<file path="src/rtl/serial_pattern_gen_pkg.sv">
// Shared definitions for the serial pattern generator, its ones-run tracker and benches.
// Holds the FSM state encoding and the detector threshold.
package serial_pattern_gen_pkg;

    typedef enum logic [1:0] {
        StIdle  = 2'd0,
        StShift = 2'd1,
        StGap   = 2'd2,
        StDone  = 2'd3
    } state_e;

    // Number of consecutive ones after which the reference detector asserts.
    localparam logic [1:0] RUN_MAX = 2'd3;

endpackage

</file>
<file path="src/rtl/ones_run_tracker.sv">
// Tracks consecutive ones on a serial line and produces the registered Moore output of a
// same-clock three-or-more-ones detector.
module ones_run_tracker
    import serial_pattern_gen_pkg::*;
(
    input  logic clk,
    input  logic rst,
    input  logic din,
    output logic exp_y
);

    logic [1:0] run_q;
    logic [1:0] run_d;

    // Saturating run length; any sampled zero restarts the count.
    always_comb begin
        run_d = 2'd0;
        if (din) begin
            run_d = (run_q == RUN_MAX) ? run_q : run_q + 2'd1;
        end
    end

    always_ff @(posedge clk or negedge rst) begin
        if (!rst) begin
            run_q <= 2'd0;
            exp_y <= 1'b0;
        end else begin
            run_q <= run_d;
            exp_y <= (run_d == RUN_MAX);
        end
    end

endmodule

</file>
<file path="src/rtl/serial_pattern_gen.sv">
// Serial stimulus transmitter: shifts a latched pattern word out MSB-first, repeated with
// zero gap bits between frames, and tracks the expected three-ones detector output.
module serial_pattern_gen
    import serial_pattern_gen_pkg::*;
#(
    parameter int unsigned WIDTH = 8,
    parameter int unsigned REP_W = 4,
    parameter int unsigned GAP   = 2
) (
    input  logic             clk,
    input  logic             rst,
    input  logic             start,
    input  logic [WIDTH-1:0] data,
    input  logic [REP_W-1:0] reps,
    output logic             x_out,
    output logic             ready,
    output logic             busy,
    output logic             done,
    output logic             exp_y
);

    localparam int unsigned BitCntW = $clog2(WIDTH);
    localparam int unsigned GapCntW = (GAP > 0) ? $clog2(GAP + 1) : 1;
    localparam logic [BitCntW-1:0] BitLast = BitCntW'(WIDTH - 1);
    localparam logic [GapCntW-1:0] GapLoad = GapCntW'((GAP > 0) ? GAP - 1 : 0);

    state_e             state_q;
    logic [WIDTH-1:0]   word_q;
    logic [WIDTH-1:0]   shreg_q;
    logic [BitCntW-1:0] bit_cnt_q;
    logic [GapCntW-1:0] gap_cnt_q;
    logic [REP_W-1:0]   reps_left_q;

    always_ff @(posedge clk or negedge rst) begin
        if (!rst) begin
            state_q     <= StIdle;
            word_q      <= '0;
            shreg_q     <= '0;
            bit_cnt_q   <= '0;
            gap_cnt_q   <= '0;
            reps_left_q <= '0;
            x_out       <= 1'b0;
        end else begin
            unique case (state_q)
                StIdle: begin
                    x_out <= 1'b0;
                    if (start) begin
                        word_q      <= data;
                        shreg_q     <= data;
                        reps_left_q <= reps;
                        bit_cnt_q   <= BitLast;
                        x_out       <= data[WIDTH-1];
                        state_q     <= StShift;
                    end
                end
                StShift: begin
                    if (bit_cnt_q != '0) begin
                        shreg_q   <= {shreg_q[WIDTH-2:0], 1'b0};
                        x_out     <= shreg_q[WIDTH-2];
                        bit_cnt_q <= bit_cnt_q - 1'b1;
                    end else if (reps_left_q == '0) begin
                        x_out   <= 1'b0;
                        state_q <= StDone;
                    end else begin
                        reps_left_q <= reps_left_q - 1'b1;
                        shreg_q     <= word_q;
                        if (GAP > 0) begin
                            x_out     <= 1'b0;
                            gap_cnt_q <= GapLoad;
                            state_q   <= StGap;
                        end else begin
                            // Back-to-back frames: next MSB follows with no idle bit.
                            x_out     <= word_q[WIDTH-1];
                            bit_cnt_q <= BitLast;
                        end
                    end
                end
                StGap: begin
                    if (gap_cnt_q == '0) begin
                        x_out     <= word_q[WIDTH-1];
                        bit_cnt_q <= BitLast;
                        state_q   <= StShift;
                    end else begin
                        x_out     <= 1'b0;
                        gap_cnt_q <= gap_cnt_q - 1'b1;
                    end
                end
                StDone: begin
                    x_out   <= 1'b0;
                    state_q <= StIdle;
                end
                default: begin
                    x_out   <= 1'b0;
                    state_q <= StIdle;
                end
            endcase
        end
    end

    assign ready = (state_q == StIdle);
    assign busy  = (state_q == StShift) || (state_q == StGap);
    assign done  = (state_q == StDone);

    ones_run_tracker u_tracker (
        .clk   (clk),
        .rst   (rst),
        .din   (x_out),
        .exp_y (exp_y)
    );

endmodule

</file>
<file path="config.mk">
export PLATFORM = sky130hd
export DESIGN_NAME = serial_pattern_gen
export DESIGN_NICKNAME = d
export VERILOG_FILES = /design/src/rtl/serial_pattern_gen_pkg.sv /design/src/rtl/ones_run_tracker.sv /design/src/rtl/serial_pattern_gen.sv
export SDC_FILE = /design/constraint.sdc
export NUM_CORES = 1
export LEC_CHECK = 0
export CORE_MARGIN = 8
export CORE_UTILIZATION = 55
export DETAILED_ROUTE_END_ITERATION = 6
export PLACE_DENSITY = 0.77
export SYNTH_ARGS = -nofsm -noshare
export SYNTH_HDL_FRONTEND = slang
export SYNTH_SLANG_ARGS = --single-unit
</file>
<file path="constraint.sdc">
create_clock -name clk -period 1.8 [get_ports clk]
set_input_delay 0.36 -clock clk [delete_from_list [all_inputs] [get_ports clk]]
set_output_delay 0.36 -clock clk [all_outputs]
set_load 0.005 [all_outputs]
</file>
==> metrics.csv, run 1 <==
stage,metric,value,unit
run_status,status,completed,
sta,FMAX,572,MHz
yosys,Post-synth EDFFs,0,
yosys,number of synthesized register bits,30,
yosys,synthesized area per cell,9.78,um2
clock_network,clock buffers created by TritonCTS,5,
yosys,most frequent cells after synthesis,"dfrtp_1, nand2_1, nor2_1",
placement,IO Port Bufs,19,
global_routing,grt total ovfl,0,
placement,gpl congestion,0.853,
sta,RSZ-0062 raised after global routing,false,
global_routing,first-pass GRT wire length,6510,um
clock_network,Max clock buf depth,2,
route,Final ANT Viol Nets,0,
pwr,Combinational Power Share,0.561,
yosys,Synth Instances,172,
yosys,Post-Syn Nets,196,
route,drt total wl,3870,um
die,Die Wd,71.3,um
worst_setup_path,CP Launch Type,register,
die,Initial Util,0.565,
yosys,Yosys top cell by area,dfrtp_1,
global_routing,antenna violations before repair,0,
clock_network,worst skew pair latency,340,ps
clock_network,CTS root buf,clkbuf_4,
placement,hpwl dp,2830,um
global_routing,vias in the first global route,1454,
global_routing,largest net degree at the start of global routing,31,
sta,Clock Skews,13.5,ps
pwr,internal cell power,2190,uW
placement,dpl cells,228,
sta,Final setup viols,0,
sta,hold slack,395,ps
sta,Max transition margin,0.723,
worst_setup_path,critical path data arrival time,1390,ps
clock_network,TritonCTS clock tree,built,
worst_setup_path,RR Startpoint,state_q[1],
yosys,YS warnings,0,
die,boundary pin count,20,
route,drt first pass iters,4,
sta,final-report hold violation count,0,
yosys,"top cells by area, synth","dfrtp_1, ha_1, nand2_1",
pwr,Reg power frac,0.319,
pwr,Sw Pwr,1500,uW
min_path,HP Class,in -> async,
yosys,Synth top area share,0.446,
clock_network,Max H-tree Level,2,
route,vias after detailed routing,1393,
yosys,Netlist Area Pre-Place,1680,um2
route,vias per inst,5.83,
sta,fin. max-slew vios,0,
route,Iter 0 DRT Violations,81,
route,WL per Instance,16.2,um
yosys,post-synthesis async set-or-reset flop share,1.00,
worst_setup_path,flop-to-flop setup slack,100,ps
pwr,PwrDens,1750,nW/um2
finish,final non-filler cell total,239,
yosys,ys flop type,dfrtp_1,
finish,layout net count,229,
yosys,Synth cell types,42,
yosys,"Seq/Total Area, Yosys",0.446,
clock_network,clock-pin slew on the worst setup and hold paths,110,ps
finish,final core area utilization,0.709,
finish,Area growth syn-to-layout,25.6,%
worst_setup_path,Critical Path Start,state_q[0],
die,Die H,71.3,um
finish,Antenna Cells,0,
worst_setup_path,Setup CP Type,reg -> out,
die,core area,2980,um2
pwr,sw frac,0.407,
clock_network,CTS hold repair buffers,0,
yosys,"count leader, synth",dfrtp_1,
route,DRC errors left,0,
die,die area,5080,um2
sta,min Tclk post-route,1750,ps
worst_setup_path,CP required,1440,ps
worst_setup_path,Worst setup EP type,output port,
die,Site Rows,20,
finish,share of post-route cells with drive strength above 1,0.233,
worst_setup_path,crit-path max FO,4,
pwr,leakage power,0.000966,uW
run,MaxCap Viol Count,0,
pwr,worst vdd ir,0.931,mV
clock_network,clock sinks,30,
pwr,clock network fraction of design power,0.120,
sta,final worst-path cycle share,0.972,
sta,worst slew pin tran,415,ps
global_routing,Tot GR Track Use,0.160,
[state kept, by name, summed over array words and instances (netlist names), 2 cells and up]
| name | flops |
|---|---|
| u_tracker.run_q | 2 |
| word_q | 8 |
| reps_left_q | 4 |
| shreg_q | 7 |
| bit_cnt_q | 3 |
| gap_cnt_q | 2 |
| state_q | 2 |
[stage by stage]
stage,setup slack (ps),setup TNS (ps),area (um2),total power (uW)
3_5_place_dp,-96.2,-647,1960,3070
5_1_grt,6.03,0,2110,3960
4_1_cts,14.7,0,2080,3640
6_report,50.3,0,2110,3690
3_3_place_gp,15.7,0,1960,2950
2_1_floorplan,209,0,1680,2500
[timing repair]
action                     in CTS  in global routing
resized for setup               9                  6
setup buffers                   3                  0
setup endpoints to repair      11                  8
pin swaps                       1                  1
[critical path, cell delays in order, from the launching register on]
cell and delay, ps:
dfrtp_1 420, buf_4 160, ha_2 210, dlygate4sd2_1 270
[layer usage]
layer	up-vias	wire, um	track usage
li1	668	-	-
met1	686	1670	0.178
met2	27	1940	0.271
met3	12	161	0.0432
met4	0	100	0.0855
met5	-	0	0
[cell type report]
type | instances | area [um2]
Timing Repair Buffer | 33 | 317
Clock inverter | 2 | 12.5
Multi-Input combinational cell | 123 | 895
Clock buffer | 6 | 51.3
Sequential cell | 30 | 751
Inverter | 12 | 45.0
Tap cell | 33 | 41.3
Fill cell | 231 | 866
[logic make-up after synthesis]
family | share of synthesized area
fa+ha+maj | 0.0670
simple gates | 0.198
flops | 0.446
buf+inv | 0.0528
mux | 0.0558
compound gates | 0.180
[final timing paths]
kind | end | cells past startpoint
min in group clk | u_tracker.run_q[0] | 1
min reg2reg | u_tracker.run_q[0] | 1
min | x_out | 2
max | done | 3
max in group asynchronous | shreg_q[2] | 2
max reg2reg | bit_cnt_q[0] | 6
[power by group through the flow]
stage / clock network, uW / logic, uW / registers [uW]
floorplan: 0 / 1390 / 1120
global placement: 0 / 1780 / 1160
detailed placement: 0 / 1880 / 1190
CTS: 449 / 2020 / 1170
global route: 470 / 2280 / 1210
finish: 442 / 2070 / 1180
[layout by cell type (no fill, tap or decap), types with 2 or more instances in the layout]
cell type,instances
clkdlybuf4s50_1,16
inv_1,9
o21ai_0,4
nor3_2,2
o22ai_1,3
nor2_1,13
dfrtp_1,30
buf_4,12
ha_4,3
buf_12,2
ha_1,5
a22o_1,3
inv_2,3
o31ai_1,6
nand3_1,3
mux2_2,7
nand2_1,28
a21boi_0,2
dlygate4sd2_1,3
nor2b_1,2
and3_1,8
nor3_1,2
clkbuf_4,5
a21oi_1,11
Note: power is estimated with default switching activity, not from simulation.
==> run 2, diff against run 1 <==
--- a/config.mk
+++ b/config.mk
@@ -5,10 +5,11 @@
 export SDC_FILE = /design/constraint.sdc
 export NUM_CORES = 1
 export LEC_CHECK = 0
+export ABC_AREA = 1
 export CORE_MARGIN = 8
-export CORE_UTILIZATION = 55
+export CORE_UTILIZATION = 48
 export DETAILED_ROUTE_END_ITERATION = 6
-export PLACE_DENSITY = 0.77
+export PLACE_DENSITY = 0.68
 export SYNTH_ARGS = -nofsm -noshare
 export SYNTH_HDL_FRONTEND = slang
 export SYNTH_SLANG_ARGS = --single-unit
==> run 2 against run 1 <==
Combinational power is 13% lower. Fmax rose by 1.6%. Non-clock buffer count is 5 lower. Synthesized cell count is 24% higher. Critical path depth did not move. First-iteration DRC count is 16% lower. Cell count grew 22%. Register-to-register slack improved by 80 ps. Clock skew is 4.7 ps lower.
==> metrics.csv, run 2 <==
stage,metric,value,unit,change
run_status,status,completed,,
pwr,power consumption,3400,uW,-7.6%
pwr,worst vdd ir,0.702,mV,-25%
min_path,HP Class,in -> async,,
sta,setup TNS,0,ps,unchanged
route,WL per Instance,11.7,um,-28%
global_routing,vias in the first global route,1302,,-10%
clock_network,TritonCTS clock tree,built,,
worst_setup_path,CP Launch Type,register,,
yosys,number of synthesized register bits,30,,unchanged
yosys,Synth Instances,214,,+24%
yosys,YS warnings,0,,unchanged
finish,max reg flops,8,,unchanged
sta,RSZ-0062 raised after global routing,false,,
worst_setup_path,critical path data arrival time,1360,ps,-30 ps
sta,Final setup viols,0,,unchanged
yosys,Netlist Area Pre-Place,1670,um2,-0.60%
worst_setup_path,RR Endpoint,shreg_q[6],,
finish,share of post-route cells with drive strength above 1,0.135,,-0.0983
clock_network,clock buffers created by TritonCTS,5,,unchanged
die,die area,5630,um2,+11%
route,Final ANT Viol Nets,0,,unchanged
route,drt total wl,3410,um,-12%
yosys,post-synthesis async set-or-reset flop share,1.00,,unchanged
finish,top flop regs,"word_q (8), shreg_q (7), reps_left_q (4)",,
sta,min Tclk post-route,1720,ps,-27.4 ps
placement,Post-Place Cell Area,1940,um2,-1.1%
global_routing,Tot GR Track Use,0.140,,-0.0203
placement,IO Port Bufs,19,,unchanged
sta,FMAX,581,MHz,+1.6%
placement,DP Worst Slack,206,ps,+302 ps
yosys,Post-Syn Nets,238,,+21%
clock_network,CTS hold repair buffers,0,,unchanged
yosys,Yosys top cell by area,dfrtp_1,,
die,Site Rows,21,,+5.0%
finish,final non-filler cell total,291,,+22%
sta,worst slew pin tran,382,ps,-32.9 ps
finish,Biggest register,word_q,,
clock_network,CTS root buf,clkbuf_4,,
die,Die Wd,75.0,um,+5.2%
yosys,synthesized area per cell,7.81,um2,-20%
route,vias after detailed routing,1408,,+1.1%
finish,final instance area,2040,um2,-3.5%
yosys,most frequent cells after synthesis,"nand2_1, dfrtp_1, nand3_1",,
yosys,Post-synth EDFFs,0,,unchanged
route,drt first pass iters,4,,unchanged
sta,final worst slack,77.6,ps,+27.4 ps
placement,gpl congestion,0.875,,+2.6%
sta,fin. max-slew vios,0,,unchanged
yosys,Synth top area share,0.449,,+0.00267
clock_network,clock sinks,30,,unchanged
sta,final-report hold violation count,0,,unchanged
route,vias per inst,4.84,,-17%
global_routing,largest net degree at the start of global routing,31,,unchanged
run,MaxCap Viol Count,0,,unchanged
finish,layout net count,268,,+17%
route,Iter 0 DRT Violations,68,,-16%
yosys,Synth cell types,22,,-48%
worst_setup_path,r2r worst-path depth,10,,+4
sta,final worst-path cycle share,0.957,,-0.0152
yosys,"top cells by area, synth","dfrtp_1, nand2_1, nand3_1",,
clock_network,Max H-tree Level,2,,unchanged
worst_setup_path,flop-to-flop setup slack,180,ps,+80 ps
worst_setup_path,crit-path max FO,3,,-1
finish,Antenna Cells,0,,unchanged
sta,Clock Skews,8.80,ps,-4.72 ps
placement,hpwl dp,2550,um,-9.9%
die,core area,3340,um2,+12%
die,boundary pin count,20,,unchanged
yosys,"Seq/Total Area, Yosys",0.449,,+0.00267
pwr,PwrDens,1670,nW/um2,-4.3%
global_routing,antenna violations before repair,0,,unchanged
finish,Area growth syn-to-layout,21.9,%,
finish,"most common cell after layout, fill and taps aside",nand2_1,,
clock_network,clock-pin slew on the worst setup and hold paths,100,ps,about the same
worst_setup_path,Setup CP Type,reg -> out,,
yosys,ys flop type,dfrtp_1,,
global_routing,first-pass GRT wire length,5990,um,-8.0%
die,Initial Util,0.501,,-0.0638
yosys,"count leader, synth",nand2_1,,
global_routing,grt total ovfl,0,,unchanged
worst_setup_path,RR Startpoint,state_q[0],,
sta,Max transition margin,0.745,,+0.0225
die,Die H,75.0,um,+5.2%
finish,"commonest cells after routing, fill and taps aside","nand2_1, dfrtp_1, nand3_1",,
worst_setup_path,CP required,1440,ps,about the same
route,DRC errors left,0,,unchanged
clock_network,worst skew pair latency,320,ps,-20 ps
placement,dpl cells,280,,+23%
pwr,leakage power,0.00107,uW,+11%
clock_network,Max clock buf depth,2,,unchanged
worst_setup_path,Worst setup EP type,output port,,
-- run 2: cell count changes in the layout (fill, tap and decap cells not counted), sizes merged, moves of 3 or more --
cell | previous run | this run
o31ai | 7 | 0
o21ai | 6 | 17
nor2 | 13 | 5
a21oi | 11 | 0
inv | 12 | 24
nor2b | 3 | 0
buf | 14 | 9
mux2 | 8 | 0
a22o | 3 | 0
and3 | 8 | 0
nand3 | 3 | 25
nor3 | 4 | 0
nand4 | 0 | 7
nand2 | 28 | 85
-- run 2: cell families (layout without fill, tap and decap cells) --
family / count (synthesis) / count (layout) / share of synthesized area
compound gates: 19 / 19 / 0.0591
flops: 30 / 30 / 0.449
fa+ha+maj: 9 / 9 / 0.0674
xor+xnor: 1 / 1 / 0.00524
buf+inv: 31 / 62 / 0.0786
simple gates: 124 / 124 / 0.341
-- run 2: report_power, final --
| group | leakage [uW] | switching, uW | total [uW] | internal [uW] |
|---|---|---|---|---|
| sequential | 0.000374 | 195 | 1170 | 978 |
| clock | 0.0000343 | 234 | 422 | 188 |
| combinational | 0.000666 | 1070 | 1810 | 738 |
| total | 0.00107 | 1500 | 3400 | 1900 |
-- run 2: area by class of cell --
cell class	instances	area, um2
fillers	314	1300
multi-input cells	153	802
flip-flops and latches	30	751
repair buffers	28	267
inverters	26	97.6
well taps	46	57.6
clock buffers	6	51.3
clock inverters	2	12.5
-- run 2: per-stage QoR --
| step | hold WS (ps) | utilization |
|---|---|---|
| finish | 410 | 0.611 |
| global route | 435 | 0.611 |
| CTS | 414 | 0.611 |
| detailed placement | 463 | 0.582 |
| global placement | 447 | 0.582 |
| floorplan | 64.4 | - |
-- run 2: how the worst max path moves through the flow --
stage,startpoint,to,slack (ps)
2_1_floorplan,state_q[1],shreg_q[0],430
3_3_place_gp,state_q[0],busy,220
3_5_place_dp,state_q[0],busy,210
4_1_cts,state_q[0],done,60
5_1_grt,state_q[0],bit_cnt_q[0],8
6_report,state_q[1],done,80
-- run 2: per-layer routing --
metal | wire [um] | global-route usage
met1 | 1670 | 0.181
met2 | 1490 | 0.207
met3 | 184 | 0.0386
met4 | 59 | 0.0717
met5 | 0 | 0
-- run 2: timing repair --
item,in CTS,in global routing
endpoints found under the setup margin,3,0
buffers inserted,3,0
resized for setup,7,0
-- run 2: worst max-delay path, stage by stage, from the launching register on --
cell           delay (ps)
dfrtp_1               420
buf_4                 140
ha_1                  210
dlygate4sd2_1         280
==> run 3, diff against run 2 <==
--- a/config.mk
+++ b/config.mk
@@ -7,9 +7,9 @@
 export LEC_CHECK = 0
 export ABC_AREA = 1
 export CORE_MARGIN = 8
-export CORE_UTILIZATION = 48
+export CORE_UTILIZATION = 40
 export DETAILED_ROUTE_END_ITERATION = 6
-export PLACE_DENSITY = 0.68
+export PLACE_DENSITY = 0.58
 export SYNTH_ARGS = -nofsm -noshare
 export SYNTH_HDL_FRONTEND = slang
 export SYNTH_SLANG_ARGS = --single-unit
==> run 3 against run 2 <==
Sequential share of layout area is 1.3 points lower. Setup slack better by 47 ps. Critical path depth stayed put. Via count is 2.3% lower. Clock skew hardly changed. Clock-buffer cell count stayed put. Core utilization is 8.2 points lower.
==> metrics.csv, run 3 (synthesized netlist as in run 2, its figures left out) <==
stage,metric,value,unit,change
run_status,status,completed,,
die,boundary pin count,20,,unchanged
worst_setup_path,Setup CP Type,reg -> out,,
worst_setup_path,"CP delay by family, top",buffers and inverters,,
clock_network,Max clock buf depth,2,,unchanged
clock_network,clock buffers created by TritonCTS,5,,unchanged
finish,share of post-route cells with drive strength above 1,0.135,,unchanged
run,MaxCap Viol Count,0,,unchanged
pwr,clock network fraction of design power,0.225,,+0.101
route,vias after detailed routing,1375,,-2.3%
finish,layout net count,268,,unchanged
finish,Area growth syn-to-layout,26.4,%,
clock_network,CTS hold repair buffers,0,,unchanged
die,Die Wd,80.6,um,+7.5%
clock_network,TritonCTS clock tree,built,,
worst_setup_path,WP depth,3,,unchanged
pwr,Reg power frac,0.307,,-0.038
clock_network,clock-pin slew on the worst setup and hold paths,70,ps,-30 ps
sta,RSZ-0062 raised after global routing,false,,
min_path,HP Class,in -> async,,
finish,final non-filler cell total,295,,+1.4%
route,DRC errors left,0,,unchanged
worst_setup_path,r2r worst-path depth,10,,unchanged
pwr,PwrDens,1810,nW/um2,+8.1%
clock_network,CTS root buf,clkbuf_8,,
worst_setup_path,CP required,1440,ps,about the same
die,Die H,80.6,um,+7.5%
worst_setup_path,Critical Path End,done,,
route,drt total wl,3490,um,+2.3%
worst_setup_path,crit-path cells,"buf_4, ha_1, dlygate4sd2_1",,
placement,hpwl dp,2600,um,+1.9%
global_routing,grt total ovfl,0,,unchanged
worst_setup_path,crit path buf inv count,2,,unchanged
route,vias per inst,4.66,,-3.7%
finish,Antenna Cells,0,,unchanged
finish,"commonest cells after routing, fill and taps aside","nand2_1, dfrtp_1, nand3_1",,
clock_network,clock sinks,30,,unchanged
finish,Biggest register,word_q,,
pwr,power consumption,3820,uW,+12%
placement,dpl cells,285,,+1.8%
placement,IO Port Bufs,19,,unchanged
global_routing,largest net degree at the start of global routing,31,,unchanged
pwr,internal cell power,2290,uW,+20%
worst_setup_path,RR Startpoint,state_q[0],,
die,core area,4000,um2,+20%
finish,top flop regs,"word_q (8), shreg_q (7), reps_left_q (4)",,
worst_setup_path,flop-to-flop setup slack,160,ps,-20 ps
worst_setup_path,crit-path max FO,3,,unchanged
route,drt first pass iters,4,,unchanged
sta,Final setup viols,0,,unchanged
worst_setup_path,RR Endpoint,shreg_q[0],,
sta,fin. max-slew vios,0,,unchanged
worst_setup_path,CP max stage delay,390,ps,-30 ps
finish,final core area utilization,0.528,,-0.0825
worst_setup_path,Crit-path slowest cell,dfrtp_1,,
worst_setup_path,critical path data arrival time,1320,ps,-40 ps
route,Final ANT Viol Nets,0,,unchanged
pwr,worst vdd ir,1.03,mV,+47%
die,Site Rows,23,,+9.5%
sta,Clock Skews,9.18,ps,+0.380 ps
placement,gpl congestion,0.815,,-6.9%
global_routing,vias in the first global route,1356,,+4.1%
sta,final worst-path cycle share,0.931,,-0.0260
finish,FILL cells,396,,+26%
global_routing,Tot GR Track Use,0.122,,-0.0177
worst_setup_path,Worst setup EP type,output port,,
pwr,Sw Pwr,1530,uW,+1.9%
route,Iter 0 DRT Violations,67,,-1.5%
die,die area,6500,um2,+16%
pwr,Combinational Power Share,0.468,,-0.064
global_routing,antenna violations before repair,0,,unchanged
worst_setup_path,Critical Path Start,state_q[0],,
finish,"most common cell after layout, fill and taps aside",nand2_1,,
pwr,leakage power,0.00111,uW,+3.7%
clock_network,worst skew pair latency,280,ps,-40 ps
finish,FF/Latch Area,751,um2,unchanged
sta,setup TNS,0,ps,unchanged
sta,Max transition margin,0.740,,-0.00569
sta,FMAX,597,MHz,+2.8%
route,WL per Instance,11.8,um,+0.93%
finish,max reg flops,8,,unchanged
global_routing,first-pass GRT wire length,6300,um,+5.2%
sta,min Tclk post-route,1680,ps,-46.8 ps
sta,final-report hold violation count,0,,unchanged
pwr,sw frac,0.401,,-0.0402
worst_setup_path,CP Launch Type,register,,
clock_network,Max H-tree Level,2,,unchanged
die,Initial Util,0.418,,-0.0830
sta,worst slew pin tran,391,ps,+8.54 ps
finish,area occupied by multi-input gates,802,um2,unchanged
[run 3: timing repair]
item	4_1_cts	5_1_grt
gates resized for setup	4	3
setup endpoints to repair	2	1
pin swaps	0	0
buffers inserted	2	0
[run 3: worst reg2reg max path: stages (launching register included)]
cell,delay (ps)
dfrtp_1,390
buf_4,150
ha_1,320
nand2_1,120
clkinv_1,70
nand2_2,100
nand2_4,90
nand2_4,110
nand2_4,80
nand2_1,60
nand2_1,50
[run 3: final cells by class]
class	instances	area share
Clock buffer	6	0.0391
Clock inverter	2	0.0284
Inverter	26	0.0462
Multi-Input combinational cell	153	0.380
Sequential cell	30	0.355
Tap cell	50	0.0296
Timing Repair Buffer	28	0.122
[run 3: how the worst min path moves through the flow]
stage	start	to	slack, ps	cells after the start
detailed placement	shreg_q[4]	shreg_q[4]	460	2
finish	rst	gap_cnt_q[0]	460	2
global route	rst	word_q[1]	500	2
CTS	rst	word_q[0]	480	2
floorplan	rst	bit_cnt_q[0]	60	0
global placement	u_tracker.run_q[0]	u_tracker.run_q[0]	460	1
[run 3: routing by layer]
metal,vias to the layer above,share of wire,GRT usage
li1,741,-,-
met1,607,0.53,0.172
met2,20,0.41,0.168
met3,7,0.039,0.0335
met4,0,0.020,0.0545
met5,-,0,0
[run 3: power groups by stage]
stage / Sequential, uW / Combinational (uW) / Clock [uW]
after floorplan: 1120 / 1330 / 0
after detailed placement: 1170 / 1770 / 0
after global placement: 1180 / 1770 / 0
final: 1170 / 1790 / 858
after CTS: 1160 / 1810 / 874
after global routing: 1200 / 2080 / 901
[run 3: stage by stage]
| stage | setup slack [ps] | hold WS (ps) | area (um2) |
|---|---|---|---|
| 2_1_floorplan | 430 | 64.4 | 1670 |
| 3_3_place_gp | 211 | 458 | 1940 |
| 3_5_place_dp | 216 | 461 | 1940 |
| 4_1_cts | -23.9 | 477 | 2110 |
| 5_1_grt | 21.4 | 503 | 2110 |
| 6_report | 124 | 459 | 2110 |
